## src/rtl/alu_pkg.sv

```systemverilog
// Shared types for the ALU sequencer: opcodes, FSM states, ALU control bits
// and the opcode-to-control decode.
package alu_pkg;

    typedef enum logic [3:0] {
        OP_ADD = 4'd0,
        OP_SUB = 4'd1,
        OP_XOR = 4'd2,
        OP_INC = 4'd3,
        OP_DEC = 4'd4,
        OP_NOT = 4'd5,
        OP_NEG = 4'd6,
        OP_OR  = 4'd7,
        OP_AND = 4'd8,
        OP_SHL = 4'd9,
        OP_SHR = 4'd10,
        OP_SAR = 4'd11
    } opcode_e;

    typedef enum logic [1:0] {
        ST_IDLE  = 2'd0,
        ST_EXEC  = 2'd1,
        ST_SHIFT = 2'd2,
        ST_RESP  = 2'd3
    } state_e;

    // Field order matches the written control-bit strings, MSB first.
    typedef struct packed {
        logic ci;
        logic nb;
        logic ic;
        logic na;
        logic xo;
        logic no;
    } alu_ctrl_t;

    function automatic logic op_is_legal(input logic [3:0] op);
        return op <= OP_SAR;
    endfunction

    function automatic alu_ctrl_t op_ctrl(input logic [3:0] op);
        alu_ctrl_t c;
        case (op)
            OP_SUB:  c = alu_ctrl_t'(6'b110000);
            OP_XOR:  c = alu_ctrl_t'(6'b001000);
            OP_INC:  c = alu_ctrl_t'(6'b100000);
            OP_DEC:  c = alu_ctrl_t'(6'b010000);
            OP_NOT:  c = alu_ctrl_t'(6'b011000);
            OP_NEG:  c = alu_ctrl_t'(6'b100100);
            OP_OR:   c = alu_ctrl_t'(6'b001010);
            OP_AND:  c = alu_ctrl_t'(6'b011111);
            default: c = alu_ctrl_t'(6'b000000);
        endcase
        return c;
    endfunction

endpackage

```

## src/rtl/alu_sequencer_alu.sv

```systemverilog
// Combinational 16-bit ALU: optional operand inversion, add-with-carry or
// carry-inhibited XOR/OR, optional output inversion.
module alu_sequencer_alu
    import alu_pkg::*;
#(
    parameter int WIDTH = 16
) (
    input  logic [WIDTH-1:0] a,
    input  logic [WIDTH-1:0] b,
    input  alu_ctrl_t        ctrl,
    output logic [WIDTH-1:0] out,
    output logic             co
);

    logic [WIDTH-1:0] a_m;
    logic [WIDTH-1:0] b_m;
    logic [WIDTH:0]   sum;
    logic [WIDTH-1:0] res;

    always_comb begin
        a_m = ctrl.na ? ~a : a;
        b_m = ctrl.nb ? ~b : b;
        sum = {1'b0, a_m} + {1'b0, b_m} + (WIDTH+1)'(ctrl.ci);
        // With carries inhibited, xo widens the per-bit XOR to an OR.
        if (ctrl.ic) begin
            res = ctrl.xo ? (a_m | b_m) : (a_m ^ b_m);
            co  = 1'b0;
        end else begin
            res = sum[WIDTH-1:0];
            co  = sum[WIDTH];
        end
        out = ctrl.no ? ~res : res;
    end

endmodule

```

## src/rtl/alu_sequencer.sv

```systemverilog
// Valid/ready front end for the ALU: single-pass ops take one cycle, SHR/SAR
// are built from WIDTH rotate-through-carry passes.
module alu_sequencer
    import alu_pkg::*;
#(
    parameter int WIDTH = 16
) (
    input  logic             clk,
    input  logic             rst_n,
    input  logic             req_valid,
    output logic             req_ready,
    input  logic [3:0]       req_op,
    input  logic [WIDTH-1:0] req_a,
    input  logic [WIDTH-1:0] req_b,
    output logic             rsp_valid,
    input  logic             rsp_ready,
    output logic [WIDTH-1:0] rsp_data,
    output logic             rsp_carry,
    output logic             rsp_err
);

    localparam int CW = (WIDTH > 1) ? $clog2(WIDTH) : 1;
    localparam logic [CW-1:0] LAST = CW'(WIDTH - 1);

    state_e           state_q, state_d;
    logic [3:0]       op_q, op_d;
    logic [WIDTH-1:0] a_q, a_d;
    logic [WIDTH-1:0] b_q, b_d;
    logic             c_q, c_d;
    logic [CW-1:0]    cnt_q, cnt_d;
    logic [WIDTH-1:0] rsp_data_q, rsp_data_d;
    logic             rsp_carry_q, rsp_carry_d;
    logic             rsp_err_q, rsp_err_d;

    logic [WIDTH-1:0] alu_a, alu_b, alu_out;
    logic             alu_co;
    alu_ctrl_t        alu_ctrl;

    // a_q doubles as the shift accumulator; in SHIFT the ALU computes acc+acc+c.
    always_comb begin
        alu_a = a_q;
        if (state_q == ST_SHIFT) begin
            alu_b       = a_q;
            alu_ctrl    = '0;
            alu_ctrl.ci = c_q;
        end else begin
            alu_ctrl = op_ctrl(op_q);
            case (op_q)
                OP_INC, OP_DEC, OP_NOT, OP_NEG: alu_b = '0;
                OP_SHL:                         alu_b = a_q;
                default:                        alu_b = b_q;
            endcase
        end
    end

    alu_sequencer_alu #(.WIDTH(WIDTH)) u_alu (
        .a    (alu_a),
        .b    (alu_b),
        .ctrl (alu_ctrl),
        .out  (alu_out),
        .co   (alu_co)
    );

    always_comb begin
        // NOTE: every *_d gets a default first so no path through the case infers a latch.
        state_d     = state_q;
        op_d        = op_q;
        a_d         = a_q;
        b_d         = b_q;
        c_d         = c_q;
        cnt_d       = cnt_q;
        rsp_data_d  = rsp_data_q;
        rsp_carry_d = rsp_carry_q;
        rsp_err_d   = rsp_err_q;
        case (state_q)
            ST_IDLE: begin
                if (req_valid) begin
                    op_d = req_op;
                    a_d  = req_a;
                    b_d  = req_b;
                    if (req_op == OP_SHR || req_op == OP_SAR) begin
                        c_d     = (req_op == OP_SAR) ? req_a[WIDTH-1] : 1'b0;
                        cnt_d   = '0;
                        state_d = ST_SHIFT;
                    end else begin
                        state_d = ST_EXEC;
                    end
                end
            end
            ST_EXEC: begin
                rsp_data_d  = op_is_legal(op_q) ? alu_out : '0;
                rsp_carry_d = op_is_legal(op_q) ? alu_co : 1'b0;
                rsp_err_d   = !op_is_legal(op_q);
                state_d     = ST_RESP;
            end
            ST_SHIFT: begin
                a_d   = alu_out;
                c_d   = alu_co;
                cnt_d = cnt_q + 1'b1;
                if (cnt_q == LAST) begin
                    rsp_data_d  = alu_out;
                    rsp_carry_d = alu_co;
                    rsp_err_d   = 1'b0;
                    state_d     = ST_RESP;
                end
            end
            default: begin
                if (rsp_ready) state_d = ST_IDLE;
            end
        endcase
    end

    // NOTE: state updates use non-blocking assignments so every flop samples pre-edge values.
    always_ff @(posedge clk or negedge rst_n) begin
        if (!rst_n) begin
            state_q     <= ST_IDLE;
            op_q        <= '0;
            a_q         <= '0;
            b_q         <= '0;
            c_q         <= 1'b0;
            cnt_q       <= '0;
            rsp_data_q  <= '0;
            rsp_carry_q <= 1'b0;
            rsp_err_q   <= 1'b0;
        end else begin
            state_q     <= state_d;
            op_q        <= op_d;
            a_q         <= a_d;
            b_q         <= b_d;
            c_q         <= c_d;
            cnt_q       <= cnt_d;
            rsp_data_q  <= rsp_data_d;
            rsp_carry_q <= rsp_carry_d;
            rsp_err_q   <= rsp_err_d;
        end
    end

    assign req_ready = (state_q == ST_IDLE);
    assign rsp_valid = (state_q == ST_RESP);
    assign rsp_data  = rsp_data_q;
    assign rsp_carry = rsp_carry_q;
    assign rsp_err   = rsp_err_q;

endmodule
```

## config.mk

```make
export PLATFORM = sky130hd
export DESIGN_NAME = alu_sequencer
export DESIGN_NICKNAME = d
export VERILOG_FILES = /design/src/rtl/alu_pkg.sv /design/src/rtl/alu_sequencer_alu.sv /design/src/rtl/alu_sequencer.sv
export SDC_FILE = /design/constraint.sdc
export NUM_CORES = 1
export LEC_CHECK = 0
export ABC_AREA = 1
export CORE_MARGIN = 2
export CORE_UTILIZATION = 50
export CTS_CLUSTER_DIAMETER = 100
export DETAILED_ROUTE_END_ITERATION = 8
export GPL_ROUTABILITY_DRIVEN = 0
export GPL_TIMING_DRIVEN = 0
export PLACE_DENSITY = 0.81
export REMOVE_ABC_BUFFERS = 1
export SYNTH_ARGS = -nofsm -noshare
export SYNTH_HDL_FRONTEND = slang
export SYNTH_SLANG_ARGS = --single-unit
```

## constraint.sdc

```tcl
create_clock -name clk -period 3.2 [get_ports clk]
set_input_delay 0.32 -clock clk [delete_from_list [all_inputs] [get_ports clk]]
set_output_delay 0.32 -clock clk [all_outputs]
set_load 0.03 [all_outputs]
```

---- Yosys cells after proc, flatten, opt, wreduce, memory -nomap -nowiden ----
Memories as Yosys holds them, arrays and structs flattened.
Index checks and enable logic that the tools add are counted.
storage, ports and cells
  flip-flop bits (word level) ............. 61
  bits in read-only memories .............. 96
  bits of input ports ..................... 40
  output and inout port bits .............. 20
  logic and storage cells ................. 76
  memories kept ........................... 1
memory list
  name              words  width  read ports  clocked after memory_dff  wr ports  line           text
  (name not given)  16     6      1           0                         0         alu_pkg.sv:43  case (op)
cells by class
  add/sub/neg operators ................... 3
  magnitude comparators ................... 1
  equal/unequal tests ..................... 14
  muxes and demuxes ....................... 31
  bitwise gates (word level) .............. 5
  reductions and logical operators ........ 12
operator list
  operator             count
  $mux 16              9
  $pmux 16 s2          3
  $not 16->16          3
  $add 16x16->17       1
  $add 17x1->17        1
  $eq 4x4->1 const B   4
  $or 16x16->16        1
  $xor 16x16->16       1
  $eq 4x3->1 const B   3
  $mux 2               4
  $mux 4               2
  $pmux 4 s2           1
  $mux 1               7
  $mux 6               1
  $pmux 1 s2           3
  $pmux 2 s3           1
  $reduce_and 2->1     3
  $reduce_and 3->1     2
  $add 4x1->4 const B  1
  $eq 2x2->1 const B   2
  $eq 4x2->1 const B   1
  $le 4x4->1 const B   1
  $ne 2x1->1 const B   2
  $reduce_bool 2->1    2
  7 further kinds      7

---- Logic depth before layout (Yosys ltp) ----
  word-level depth ........................ 13
  mapped depth ............................ 24

---- By module ----
A second synthesis with hierarchy kept.
second synthesis, totals
  cell total of the unflattened synthesis .. 740
  area, all modules ....................... 5148.7 um^2
by module, submodules not included
  module             times used  cells an instance  area an instance (um^2)
  alu_sequencer      1           356                2957.8
  alu_sequencer_alu  1           384                2190.9

---- Least setup slack after synthesis ----
Ideal clock, no wire load.
  kind .................................... reg-to-reg
  from .................................... reg state_q[0]
  to ...................................... reg rsp_data_q[4], in the netlist rsp_data[4]
  library setup time ...................... 0.117 ns
  arrival ................................. 3.252 ns
  slack ................................... -0.169 ns
  stages on the path, launching flop included .. 22
  clock period less this slack ............ 3.369 ns
  cells stage by stage .................... dfrtp_1 -> inv_1 -> ha_1 -> buf_4 -> nor2_2 -> o21ai_2 -> nor2_1 -> nor2_4 -> buf_8 -> xor2_1 -> inv_1 -> fa_1 -> inv_1 -> fa_1 -> inv_1 -> nand3_1 -> nand3_1 -> and2_1 -> o21ai_0 -> nand3_1 -> nand3_1 -> nand2_1
between the ends
  word-level cells in the longest chain between the ends .. 11
  elaborated cells on any way between the ends .. 21
  classes of those cells .................. 2 x add/sub; 3 x eq/ne; 10 x mux; 4 x bitwise; 2 x reduce/logical
RTL lines
  element                                   line                                              text
  from (decl)                               alu_sequencer.sv:25                               state_e state_q, state_d;
  from (signal assigned)                    alu_sequencer.sv:126                              state_q <= state_d;
  $eq 2x2->1                                alu_sequencer.sv:42, alu_sequencer.sv:75
  $mux 16                                   alu_sequencer.sv:42                               if (state_q == ST_SHIFT) begin
  $not 16->16                               alu_sequencer_alu.sv:22                           b_m = ctrl.nb ? ~b : b;
  $mux 16                                   alu_sequencer_alu.sv:22
  $add 16x16->17 (tied with other cells)    alu_sequencer_alu.sv:23                           sum = {1'b0, a_m} + {1'b0, b_m} + (WIDTH+1)'(ctrl.ci);
  $add 17x1->17 or $mux 16 (tied branches)  alu_sequencer_alu.sv:23, alu_sequencer_alu.sv:26
  $mux 16                                   alu_sequencer_alu.sv:25                           if (ctrl.ic) begin
  $not 16->16                               alu_sequencer_alu.sv:32                           out = ctrl.no ? ~res : res;
  $mux 16                                   alu_sequencer_alu.sv:32
  $mux 16 (on tied branches)                alu_sequencer.sv:100, alu_sequencer.sv:91
  $pmux 16 s2                               alu_sequencer.sv:75                               case (state_q)
  to (signal assigned)                      alu_sequencer.sv:132                              rsp_data_q <= rsp_data_d;
  to (decl)                                 alu_sequencer.sv:31                               logic [WIDTH-1:0] rsp_data_q, rsp_data_d;
Several ways; a longest one is shown, not always the timed one. The select of a mux whose other input is x is not followed.
A chain may end at the register's enable or synchronous reset.

---- Final worst setup path ----
  from .................................... reg state_q[0]
  to ...................................... reg rsp_data_q[11], in the netlist rsp_data[11]
Same word-level chain as after synthesis.

==> flow_summary.toml <==
[setup_path]
cp.required_ns = 3.45
reg2reg_setup_slack_ns = -0.20
critPathKind = "reg2reg"
reg2reg_depth = 22
cp-startpoint = "state_q[0]"
worstPathMaxFanout = 8
timing.critical_path.arrival_ns = 3.65
worst_r2r_endpoint = "rsp_data[11]"
setup_crit_end_kind = "register"
worst_r2r_startpoint = "state_q[0]"
setup.worst_path.start_class = "register"

[timing]
fin_worst_setup_slack_ns = -0.197
worst_slew_pin_slew_ns = 1.21
post-route-period-util_pct = 106
finalWorstPathRequiredPeriod_ns = 3.40
slew_headroom_pct = 19.3
setup_repair_after_global_routing_missed_its_margin = "yes"
setup_viol = 25
timing_max_transition_violations_final = 0
report.final.hold_viol_count = 0
clock.fmax_mhz = 294
timing.clock.skew_ns = 0.0136

[global_route]
grt_pass1_wl_um = 24600
grt_pass1_vias = 5104
grt_antenna_before_repair = 0
gr-total-overflow = 0
grt_max_degree = 43
gr-usage-all-layers_pct = 27.6

[yosys]
syn_area_um2 = 5290
syn_inst = 746
synth_edf_count = 0
yosys.area.top_type_share_pct = 28.9
postSynthRegisterBits = 61
fraction_of_registers_with_async_set_reset_pct = 100
synth_most_common_cell = "nand2_1"
synth_cell_type_count = 44
synth_flop_cell = "dfrtp_1"
synth_top_cells_by_count = "nand2_1 (187), inv_1 (124), nand3_1 (72)"
synth.avg_cell_area_um2 = 7.09
yosys_warnings = 0
synthDominantAreaCellType = "dfrtp_1"
synth_seq_area_share_pct = 28.9
post_synth_main_area_contributors = "dfrtp_1 (29%), nand2_1 (13%), inv_1 (8.8%), ha_1 (8.5%), nand3_1 (6.8%)"

[finish]
drive_gt1_share_pct = 27.9
area_growth_pct = 36.5
num_antenna_cells = 0
final_net_count = 922
final_core_area_utilization_pct = 70.2
final-instance-count-excl-fill = 984
fill_cells = 716

[die]
dieHeight_um = 107
pin_count = 60
fp.dieArea_um2 = 11400
std_cell_rows = 37
placeable_core_region_um2 = 10300
dieWidth_um = 107
initial_core_util_pct = 51.4

[detailed_routing]
detail_route.first_pass.iterations = 5
drt_iter0_markers = 609
routed_via_density = 5.80
detail-route-antenna-nets = 0
drc = 0
wire_per_inst_um = 17.9
dr_total_vias = 5709
route.final.wire_length_um = 17600

[cts]
htreeDepth = 3
cts_root_buf = "clkbuf_8"
tritoncts_num_sinks = 61
numCtsBuffers = 9
insertion_delay_ns = 0.36
cts.reportedPaths.clkPinSlew_ns = 0.08
clock_tree_from_tritoncts = "done"
cts_buffer_depth = 2

[run_status]
outcome = "finished, violations left"
violations = "negative setup slack"

[place]
post-place-cells = 917
buffer_ports.inserted = 59
dpl.hpwl_um = 8860

[job]
maxCapViolations = 0

[hold_path]
hold_end = "rsp_data[10]"
hold_path.startpoint = "rsp_data[10]"
whs_path_depth = 2
holdCritPathClass = "reg2reg"
## registers in the layout, indices dropped and copies added, names as in the netlist
signal / cells
c_q: 1
state_q: 2
a_q: 16
cnt_q: 4
rsp_carry: 1
b_q: 16
rsp_err: 1
op_q: 4
rsp_data: 16
## critical path, stage by stage (launching register included)
cell and delay, ns:
dfrtp_1 0.38, inv_2 0.07, ha_4 0.19, buf_8 0.14, a41oi_4 0.25, o21ai_4 0.13
buf_6 0.15, buf_12 0.15, o22ai_4 0.14, xor2_2 0.20, inv_2 0.08, ha_4 0.31
nand2_2 0.08, nor2_2 0.10, nand3_2 0.11, nand2_2 0.11, nand2_1 0.09, nand2_1 0.07
nand2_1 0.06, nand3_1 0.13, nand3_1 0.14, nand3_2 0.13, nand2_1 0.07
## logic make-up (layout without fill, tap and decap cells)
| family | Yosys count | count (layout) | share of synthesized area, % |
|---|---|---|---|
| and+or+nand+nor | 330 | 330 | 26.4 |
| buffers and inverters | 162 | 264 | 12.9 |
| AOI/OAI and AO/OA | 120 | 120 | 15.2 |
| DFF | 61 | 61 | 28.9 |
| adders and majority gates | 38 | 38 | 9.28 |
| xor gates and xnor gates | 34 | 34 | 7.19 |
| muxes | 1 | 1 | 0.189 |
## routing by layer
layer	routed length (um)	up-vias	global-route usage, %
met1	6660	2694	35.2
met5	0	-	0
met2	8420	373	45.3
met4	1010	0	14.5
met3	1530	103	4.01
li1	-	2539	-
## layout make-up
cell class / count / area (um^2) / area share [%]
Clock inverter: 4 / 47.5 / 0.659
Tap cell: 136 / 170 / 2.36
Clock buffer: 11 / 151 / 2.10
Sequential cell: 61 / 1530 / 21.2
Inverter: 137 / 537 / 7.44
Timing Repair Buffer: 112 / 1070 / 14.9
Multi-Input combinational cell: 523 / 3710 / 51.4
## per-stage QoR
stage | setup slack [ns] | setup TNS (ns) | hold WS (ns) | instance area (um^2)
after floorplan | -0.996 | -25.46 | 0.0244 | 5120
after global placement | -2.46 | -86.39 | 0.464 | 5880
after detailed placement | -2.56 | -79.38 | 0.372 | 5900
after CTS | 0.00153 | 0 | 0.489 | 6730
after global routing | -0.294 | -4.69 | 0.520 | 7220
final | -0.197 | -1.66 | 0.475 | 7220
## worst max-delay path by stage
stage                              end  cells past startpoint  slack, ns
after CTS                      a_q[13]                     21      0.002
after detailed placement  rsp_data[12]                     22      -2.56
final                     rsp_data[11]                     22      -0.20
after floorplan            rsp_data[4]                     19       -1.0
after global placement    rsp_data[12]                     22      -2.46
after global routing      rsp_data[10]                     22      -0.29
## cells in the final DEF (no fill, tap or decap), types with 3 or more instances in the layout
cell type / instances
xor2_1: 10
o211ai_2: 5
inv_2: 22
o211ai_1: 6
nand2_4: 3
o21ai_2: 3
o21ai_0: 22
nand2_1: 157
o22ai_4: 5
o21ai_1: 4
a21oi_1: 40
ha_2: 3
nand3_1: 51
buf_4: 42
inv_1: 110
nor3_2: 3
nand3_4: 4
nand2_2: 28
dfrtp_2: 3
xor2_2: 24
clkbuf_8: 11
nor2_1: 51
clkdlybuf4s50_1: 58
nand4_1: 3
buf_12: 5
ha_1: 23
dfrtp_1: 58
nand3_2: 17
a21oi_2: 10
buf_6: 3
ha_4: 10
o22ai_1: 5
a22oi_1: 3
o22ai_2: 10
nor2_2: 4
## timing repair
item,in CTS,in global routing
endpoints found under the setup margin,38,30
gates resized for setup,61,93
pin swaps,26,53
hold endpoints to repair,23,0
setup buffers,34,17
hold buffers,1,0
Power is not shown: default switching activity piles up to over one toggle a cycle in this logic, so the estimate is an artifact.
